$ cat src/rtl/param_stream_fifo.sv
// ----------------------------------------------------------------------------
// param_stream_fifo
//   Parameterised synchronous stream FIFO with registered status flags and
//   sticky error flags. FWFT=1 presents the head word with valid/ready
//   handshaking; FWFT=0 returns a registered word one cycle after each read
//   request.
//
// Ports
//   clk          clock, rising edge
//   rst          synchronous active-high reset (highest priority)
//   flush        synchronous clear of pointers/count/output; errors kept
//   in_data      write payload
//   in_valid     write request
//   in_ready     space available (!full)
//   out_data     read payload
//   out_valid    out_data valid
//   out_ready    FWFT=1: head accepted; FWFT=0: read request
//   count        occupancy 0..DEPTH
//   full, empty, almost_full, almost_empty   registered status flags
//   overflow, underflow                      sticky error flags
//   clr_err      clears the sticky error flags
// ----------------------------------------------------------------------------
module param_stream_fifo #(
  parameter int DATA_WIDTH = 8,
  parameter int ADDR_WIDTH = 5,
  parameter int AFULL_LVL  = (2**ADDR_WIDTH) - 4,
  parameter int AEMPTY_LVL = 4,
  parameter int FWFT       = 1
) (
  input  logic                  clk,
  input  logic                  rst,
  input  logic                  flush,
  input  logic [DATA_WIDTH-1:0] in_data,
  input  logic                  in_valid,
  output logic                  in_ready,
  output logic [DATA_WIDTH-1:0] out_data,
  output logic                  out_valid,
  input  logic                  out_ready,
  output logic [ADDR_WIDTH:0]   count,
  output logic                  full,
  output logic                  empty,
  output logic                  almost_full,
  output logic                  almost_empty,
  output logic                  overflow,
  output logic                  underflow,
  input  logic                  clr_err
);

  localparam int DEPTH = 2**ADDR_WIDTH;
  localparam logic [ADDR_WIDTH:0]   DEPTH_C  = (ADDR_WIDTH+1)'(DEPTH);
  localparam logic [ADDR_WIDTH:0]   AFULL_C  = (ADDR_WIDTH+1)'(AFULL_LVL);
  localparam logic [ADDR_WIDTH:0]   AEMPTY_C = (ADDR_WIDTH+1)'(AEMPTY_LVL);
  localparam logic [ADDR_WIDTH-1:0] PTR_ONE  = ADDR_WIDTH'(1);

  logic [DATA_WIDTH-1:0] mem_q [DEPTH];

  logic [ADDR_WIDTH-1:0] wptr_q, wptr_d;
  logic [ADDR_WIDTH-1:0] rptr_q, rptr_d;
  logic [ADDR_WIDTH:0]   count_q, count_d;
  logic                  full_q, full_d;
  logic                  empty_q, empty_d;
  logic                  afull_q, afull_d;
  logic                  aempty_q, aempty_d;
  logic                  overflow_q, overflow_d;
  logic                  underflow_q, underflow_d;

  logic wr;
  logic rd;

  // Both modes read only from a non-empty FIFO; a write into an empty FIFO
  // is never bypassed to the output in the same cycle.
  assign wr = in_valid && !full_q;
  assign rd = out_ready && !empty_q;

  always_comb begin
    wptr_d      = wptr_q;
    rptr_d      = rptr_q;
    count_d     = count_q;
    overflow_d  = overflow_q;
    underflow_d = underflow_q;

    if (flush) begin
      wptr_d  = '0;
      rptr_d  = '0;
      count_d = '0;
    end else begin
      if (wr) wptr_d = wptr_q + PTR_ONE;
      if (rd) rptr_d = rptr_q + PTR_ONE;
      count_d = count_q + (ADDR_WIDTH+1)'(wr) - (ADDR_WIDTH+1)'(rd);
    end

    // Flags come from the next-state count so they always agree with count.
    full_d   = (count_d == DEPTH_C);
    empty_d  = (count_d == '0);
    afull_d  = (count_d >= AFULL_C);
    aempty_d = (count_d <= AEMPTY_C);

    // A new error event in the same cycle as clr_err keeps the flag set.
    if (clr_err) begin
      overflow_d  = 1'b0;
      underflow_d = 1'b0;
    end
    if (in_valid && full_q)                  overflow_d  = 1'b1;
    if ((FWFT == 0) && out_ready && empty_q) underflow_d = 1'b1;
  end

  always_ff @(posedge clk) begin
    if (rst) begin
      wptr_q      <= '0;
      rptr_q      <= '0;
      count_q     <= '0;
      full_q      <= 1'b0;
      empty_q     <= 1'b1;
      afull_q     <= 1'b0;
      aempty_q    <= 1'b1;
      overflow_q  <= 1'b0;
      underflow_q <= 1'b0;
    end else begin
      wptr_q      <= wptr_d;
      rptr_q      <= rptr_d;
      count_q     <= count_d;
      full_q      <= full_d;
      empty_q     <= empty_d;
      afull_q     <= afull_d;
      aempty_q    <= aempty_d;
      overflow_q  <= overflow_d;
      underflow_q <= underflow_d;
    end
  end

  // Storage has no reset; stale entries are unreachable once pointers clear.
  always_ff @(posedge clk) begin
    if (wr) mem_q[wptr_q] <= in_data;
  end

  assign in_ready     = !full_q;
  assign count        = count_q;
  assign full         = full_q;
  assign empty        = empty_q;
  assign almost_full  = afull_q;
  assign almost_empty = aempty_q;
  assign overflow     = overflow_q;
  assign underflow    = underflow_q;

  if (FWFT != 0) begin : g_fwft
    // Head word is shown directly; forced to zero while empty so the output
    // is defined after reset/flush even though storage is not cleared.
    assign out_valid = !empty_q;
    assign out_data  = empty_q ? '0 : mem_q[rptr_q];
  end else begin : g_rdreq
    logic                  out_valid_q, out_valid_d;
    logic [DATA_WIDTH-1:0] out_data_q, out_data_d;

    always_comb begin
      out_valid_d = 1'b0;
      out_data_d  = out_data_q;
      if (flush) begin
        out_data_d = '0;
      end else if (rd) begin
        out_valid_d = 1'b1;
        out_data_d  = mem_q[rptr_q];
      end
    end

    always_ff @(posedge clk) begin
      if (rst) begin
        out_valid_q <= 1'b0;
        out_data_q  <= '0;
      end else begin
        out_valid_q <= out_valid_d;
        out_data_q  <= out_data_d;
      end
    end

    assign out_valid = out_valid_q;
    assign out_data  = out_data_q;
  end

endmodule

$ cat config.mk
export PLATFORM = sky130hd
export DESIGN_NAME = param_stream_fifo
export DESIGN_NICKNAME = d
export VERILOG_FILES = /design/src/rtl/param_stream_fifo.sv
export SDC_FILE = /design/constraint.sdc
export NUM_CORES = 1
export LEC_CHECK = 0
export BUFFER_PORTS_ARGS = -buffer_cell sky130_fd_sc_hd__buf_2
export CAP_MARGIN = 20
export CORE_MARGIN = 3
export CORE_UTILIZATION = 40
export DETAILED_ROUTE_END_ITERATION = 7
export PLACE_DENSITY = 0.54
export REMOVE_ABC_BUFFERS = 1
export SYNTH_ARGS = -nofsm -noshare
export SYNTH_HDL_FRONTEND = slang
export SYNTH_SLANG_ARGS = --single-unit
$ cat constraint.sdc
create_clock -name clk -period 3.65 [get_ports clk]
set_clock_uncertainty 0.15 [all_clocks]
set_input_delay 0.73 -clock clk [delete_from_list [all_inputs] [get_ports clk]]
set_output_delay 0.73 -clock clk [all_outputs]
set_load 0.01 [all_outputs]
==> results of run 1 <==
==> synth_stat cells (all sizes together) (2+ instances only) <==
library cell,n,share of area
buf,21,0.016
inv,9,0.0030
and2,4,0.0022
a21oi,13,0.0061
nor2,63,0.021
a221o,8,0.0071
ha,10,0.011
nand4,5,0.0028
nand2b,3,0.0017
xnor2,4,0.0031
nand3b,3,0.0020
or3b,2,0.0016
nor2b,4,0.0022
mux4,64,0.13
mux2i,25,0.022
nand3,3,0.0013
nand2,9,0.0030
dfxtp,26,0.046
xor2,11,0.0086
o21ai,2,0.00089
a21o,4,0.0027
a221oi,7,0.0060
clkbuf,10,0.0033
or2,2,0.0011
edfxtp,256,0.68
==> metal layers <==
metal / vias to the layer above / global-route usage / wire [um]
li1: 2462 / - / -
met4: 0 / 0.0292 / 318
met2: 148 / 0.258 / 11400
met5: - / 0 / 0
met3: 27 / 0.0324 / 1450
met1: 2919 / 0.222 / 10700
==> metrics by stage <==
step	total power [mW]	worst slack (ns)	util	std cells	hold WS, ns
floorplan	4.04	-0.790	-	549	0.322
global placement	4.28	0.576	0.438	984	0.303
finish	7.11	0.125	0.474	1042	0.246
CTS	7.17	0.0283	0.473	1037	0.233
detailed placement	4.30	0.548	0.438	984	0.325
global route	7.38	0.00655	0.474	1042	0.237
==> worst max-delay path: cells and delay by family, from the launching register on <==
family | cells | cell delay (ns)
AO/OA/AOI/OAI | 2 | 0.26
buffers and inverters | 2 | 0.43
flip-flops | 1 | 0.48
multiplexers | 2 | 0.92
==> kinds of logic (layout without fill, tap and decap cells) <==
| logic type | after synthesis | after routing | share of synthesized area |
|---|---|---|---|
| flops | 282 | 282 | 0.730 |
| simple gates | 102 | 102 | 0.0414 |
| mux | 90 | 90 | 0.155 |
| buf+inv | 40 | 130 | 0.0221 |
| compound gates | 39 | 39 | 0.0263 |
| xor+xnor | 15 | 15 | 0.0117 |
| fa+ha+maj | 11 | 11 | 0.0129 |
| other cells | 1 | 1 | 0.000334 |
==> worst max path at each step <==
stage                     slack [ns]       from  depth (start not counted)           to
final                           0.13  flip-flop                          6  out_data[6]
after global placement          0.58  flip-flop                          6  out_data[6]
after floorplan                -0.79  flip-flop                          4  out_data[6]
after global routing           0.007  flip-flop                          6  out_data[6]
after detailed placement        0.55   in_valid                         10         full
after CTS                       0.03  flip-flop                          6  out_data[6]
==> flip-flops by register name, indices dropped and copies added, names as in the netlist, named ones only <==
name	flops
mem_q	256
count	6
rptr_q	5
wptr_q	5
almost_empty	1
almost_full	1
empty	1
full	1
overflow	1
==> cell usage in the layout (no fill, tap or decap), types with 5 or more instances in the layout <==
cell       netlist  routed
a21oi_1         12      12
a221o_1          8       8
a221oi_1         6       6
buf_12           2       5
buf_2            5      34
buf_4            4      29
clkbuf_1        10       7
clkbuf_16        0      29
clkinv_1         0       6
clkinv_2         0       7
dfxtp_1         26      23
edfxtp_1       256     256
ha_1            10      10
inv_1            9       9
mux2i_1         25      24
mux4_1          11      11
mux4_2          53      53
nand2_1          9       9
nand4_1          5       5
nor2_1          63      63
xor2_1          11      11
==> area by class of cell <==
cell class	count	area share
Sequential cell	282	0.636
Multi-Input combinational cell	258	0.216
Clock buffer	36	0.0582
Timing Repair Buffer	68	0.0378
Tap cell	372	0.0360
Clock inverter	17	0.0137
Inverter	9	0.00261
==> repair_timing <==
item                       in CTS  in global routing
buffers inserted                0                  5
gates resized for setup         0                  2
setup endpoints to repair       0                  5
==> power by group <==
group | switching, mW | leakage, nW | total (mW) | internal [mW]
registers | 0.0549 | 2.52 | 3.62 | 3.57
clock network | 1.14 | 0.459 | 2.88 | 1.73
logic | 0.359 | 1.16 | 0.605 | 0.246
total | 1.56 | 4.14 | 7.11 | 5.55
==> qor.yml, run 1 <==
critical_path_class: "flip-flop to output port"
ant_nets: 0
cts-buffers-inserted: 29
outcome: "finished clean"
synth-seq-area-share: 0.730
min_to: "full"
final_area_sq_um: 12900
layout.area.seq_sq_um: 8220
cts_buffer_depth: 3
rsz0062_at_grt: "no"
worstReg2RegEnd: "full"
grtUsageTotal: 0.157
core_area_sq_um: 27300
worst_ir_drop_vdd_mv: 0.362
min_period_over_period: 0.966
clkLatencyLatePin_ns: 0.52
vias_per_cell: 5.33
drt_iter0_drc: 437
r2r_start: "empty"
max_freq_mhz: 284
grt_max_degree: 33
grt_pass1_wl_um: 36100
synth_cells: 580
hp-class: "input pin to flip-flop"
drv_slew: 0
path_clk_slew_ns: 0.06
yosys_warnings: 0
holdPathStages: 2
io_buffers: 34
h-tree-depth: 1
cap_viol_max_count: 0
diodes: 0
dieArea_sq_um: 30200
antenna_found_initial: 0
worstSetupEndpointType: "output port"
start_util: 0.413
finalCriticalPeriod_ns: 3.52
path_max_fanout: 28
io_pins: 36
multi_input_area_sq_um: 2790
cts_sinks: 282
arrival_ns: 2.64
critPathRequiredTime_ns: 2.77
first_global_vias: 5785
hold_viol: 0
setup_tns_ns: 0
routedWlPerCell_um: 22.8
gp_congestion: 0.761
synth_cell_types: 44
fill_cells: 2277
fin_nets: 673
p_leak_nw: 4.14
fp.dieH_um: 174
place_hpwl_um: 14800
ctsHoldBuffers: 0
first_pass_iters: 5
synth_edf_count: 256
worst-slew-pin-transition_ns: 0.951
cts_tree: "yes"
die_w_um: 174
syn2layout_area_growth_pct: 14.9
critPathMaxStageDelay_ns: 0.58
vias: 5556
num_rows: 60
crit_chain: "buf_12 -> mux4_1 -> mux2i_1 -> a221o_1 -> a21oi_1 -> buf_2"
synthArstFlopShare: 0
ys.flop_type: "edfxtp_1"
power_density_nw_per_um2: 550
dpl_cell_area_sq_um: 11900
cp-start-kind: "flip-flop"
timing.reg2reg.setup_slack_ns: 0.63
setup_viol: 0
drive_above_1_share: 0.257
cp_slowest_cell: "mux4_1"
hold_path.startpoint: "flush"
synth-seq-cells: 282
grt_overflow: 0
drcViolationCount: 0
relSlewSlack: 0.363
root_buffer: "clkbuf_16"
reg2regPathDepth: 9
syn_area_per_cell_sq_um: 19.4
wirelength_um: 23800
syn_area_sq_um: 11200
Note: power is estimated with default switching activity, not from simulation.
==> run 2, diff against run 1 <==
--- a/config.mk
+++ b/config.mk
@@ -10,7 +10,8 @@
 export CORE_MARGIN = 3
 export CORE_UTILIZATION = 40
 export DETAILED_ROUTE_END_ITERATION = 7
-export PLACE_DENSITY = 0.54
+export HOLD_SLACK_MARGIN = 0.12
+export PLACE_DENSITY = 0.56
 export REMOVE_ABC_BUFFERS = 1
 export SYNTH_ARGS = -nofsm -noshare
 export SYNTH_HDL_FRONTEND = slang
==> constraint.sdc (replaced) <==
create_clock -name clk -period 3.2 [get_ports clk]
set_clock_uncertainty 0.15 [all_clocks]
set_input_delay 0.64 -clock clk [delete_from_list [all_inputs] [get_ports clk]]
set_output_delay 0.64 -clock clk [all_outputs]
set_load 0.01 [all_outputs]
==> qor.yml, run 2 (same netlist as run 1, synthesis figures left out) <==
vias_per_cell: 5.25  # was 5.33
cts_sinks: 282  # unchanged
placed_cells: 1003  # was 984
drive_above_1_share: 0.345  # was 0.257
path_max_fanout: 5  # was 28
ant_nets: 0  # unchanged
cap_viol_max_count: 0  # unchanged
worst-slew-pin-transition_ns: 0.717  # was 0.951 ns
p_int_mw: 6.28  # was 5.55 mW
grt_pass1_wl_um: 37000  # was 36,100 um
h-tree-depth: 1  # unchanged
reg2regPathDepth: 9  # unchanged
outcome: "finished, violations left"  # was finished clean
final_area_sq_um: 13600  # was 12,900 sq um
root_buffer: "clkbuf_16"  # unchanged
crit_chain: "buf_4 -> bufbuf_16 -> mux4_2 -> mux2i_2 -> a221o_1 -> nor2_2 -> buf_2"  # was buf_12 -> mux4_1 -> mux2i_1 -> a221o_1 -> a21oi_1 -> buf_2
min_to: "overflow"  # was full
die_w_um: 174  # unchanged
met2_length_um: 12000  # was 11,400 um
pwr-share-clk: 0.401  # was 0.405
violations: "setup timing"
grtUsageTotal: 0.162  # was 0.157
power_density_nw_per_um2: 597  # was 550 nW/um^2
p_sw_frac: 0.226  # was 0.219
path_clk_slew_ns: 0.06  # about the same
holdPathStages: 3  # was 2
hp-class: "input pin to flip-flop"  # unchanged
setup_viol: 8  # was 0
antenna_found_initial: 0  # unchanged
cp_slowest_cell: "mux4_2"  # was mux4_1
clkLatencyLatePin_ns: 0.54  # was 0.52 ns
worstReg2RegEnd: "full"  # unchanged
p_sw_mw: 1.84  # was 1.56 mW
dr_wl_met3_um: 1190  # was 1450 um
holdWs_ns: 0.200  # was 0.246 ns
finalCriticalPeriod_ns: 3.27
largest_register_ffs: 256  # unchanged
arrival_ns: 2.48  # was 2.64 ns
vias: 5694  # was 5,556
diodes: 0  # unchanged
critical_path_class: "flip-flop to output port"  # unchanged
place_hpwl_um: 14800  # about the same
drcViolationCount: 0  # unchanged
cp-start-kind: "flip-flop"  # unchanged
crit_family: "multiplexers"  # unchanged
instances_no_fill: 1085  # was 1,042
routedWlPerCell_um: 22.4  # was 22.8 um
rsz0062_at_grt: "yes"  # was no
grt_overflow: 0  # unchanged
core_area_sq_um: 27300  # unchanged
layout_common_cells: "edfxtp_1, mux4_2, nor2_1"  # was edfxtp_1, nor2_1, mux4_2
cts-buffers-inserted: 30  # was 29
io_buffers: 34  # unchanged
min_period_over_period: 1.02
comb_power_share: 0.094  # was 0.085
wirelength_um: 24300  # was 23,800 um
met1Wirelength_um: 10600  # was 10,700 um
fin_nets: 714  # was 673
gp_congestion: 0.739  # was 0.761
cts_tree: "yes"  # unchanged
hold_path.startpoint: "in_valid"  # was flush
p_seq_frac: 0.505  # was 0.510
path_buf_inv: 3  # was 2
syn2layout_area_growth_pct: 21.0  # was 14.9%
grt_max_degree: 33  # unchanged
fin_ws_ns: -0.0727  # was 0.125 ns
start_util: 0.413  # unchanged
r2r_start: "full"  # was empty
critPathRequiredTime_ns: 2.41  # was 2.77 ns
final_common_cell: "edfxtp_1"  # unchanged
first_pass_iters: 4  # was 5
relSlewSlack: 0.520  # was 0.363
dpl_cell_area_sq_um: 12100  # was 11,900 sq um
max_freq_mhz: 306
fp.dieH_um: 174  # unchanged
io_pins: 36  # unchanged
top_layer_used: "met4"  # unchanged
cts_buffer_depth: 3  # unchanged
drt_iter0_drc: 438  # was 437
top_register: "mem_q"  # unchanged
worstSetupEndpointType: "output port"  # unchanged
timing.reg2reg.setup_slack_ns: 0.64  # was 0.63 ns
critPathMaxStageDelay_ns: 0.50  # was 0.58 ns
worst_ir_drop_vdd_mv: 0.378  # was 0.362 mV
p_leak_nw: 4.46  # was 4.14 nW
dieArea_sq_um: 30200  # unchanged
num_rows: 60  # unchanged
first_global_vias: 6042  # was 5,785
hold_viol: 0  # unchanged
drv_slew: 0  # unchanged
==> run 2: stage by stage <==
step	power [mW]	util	setup TNS, ns	worst slack (ns)
after floorplan	4.60	-	-8.82	-1.15
after global placement	4.88	0.445	0	0.262
after detailed placement	4.90	0.445	0	0.177
after CTS	8.20	0.494	-0.728	-0.129
after global routing	8.45	0.499	-0.976	-0.143
final	8.12	0.499	-0.325	-0.0727
==> run 2: layout make-up <==
class / instances / area (sq um)
Tap cell: 372 / 465
Sequential cell: 282 / 8220
Clock inverter: 20 / 165
Fill cell: 2214 / 13600
Clock buffer: 36 / 773
Timing Repair Buffer: 108 / 972
Multi-Input combinational cell: 258 / 2980
Inverter: 9 / 33.8
==> run 2: worst max path at each step <==
stage | cells after the start | endpoint | from | slack, ns
floorplan | 4 | out_data[6] | flip-flop | -1.15
global placement | 10 | full | in_valid | 0.26
detailed placement | 10 | full | in_valid | 0.18
CTS | 8 | out_data[2] | flip-flop | -0.13
global route | 8 | out_data[2] | flip-flop | -0.14
finish | 7 | out_data[5] | flip-flop | -0.07
==> run 2: tightest hold or removal path: cells and delay by family <==
family / cells / cell delay (ns)
compound gates: 1 / 0.06
simple gates: 1 / 0.05
buf+inv: 1 / 0.10
==> run 2: timing repair <==
item                                    in CTS  in global routing
setup buffers                               12                  8
gates resized for setup                     42                 15
pin swaps                                    7                  5
endpoints found under the setup margin       8                  8
cloned                                       3                  1
hold buffers                                 2                  0
hold endpoints to repair                     2                  0
==> run 2: per-layer routing <==
layer  vias to the layer above  global-route usage
met3                        41              0.0285
met4                         0              0.0426
met1                      2953               0.221
met5                         -                   0
met2                       146               0.270
li1                       2554                   -
==> run 2: power by group through the flow <==
stage	logic, mW	clock network (mW)	registers, mW
finish	0.765	3.25	4.10
global route	0.845	3.49	4.11
CTS	0.755	3.34	4.11
detailed placement	0.712	0	4.18
global placement	0.701	0	4.18
floorplan	0.385	0	4.22
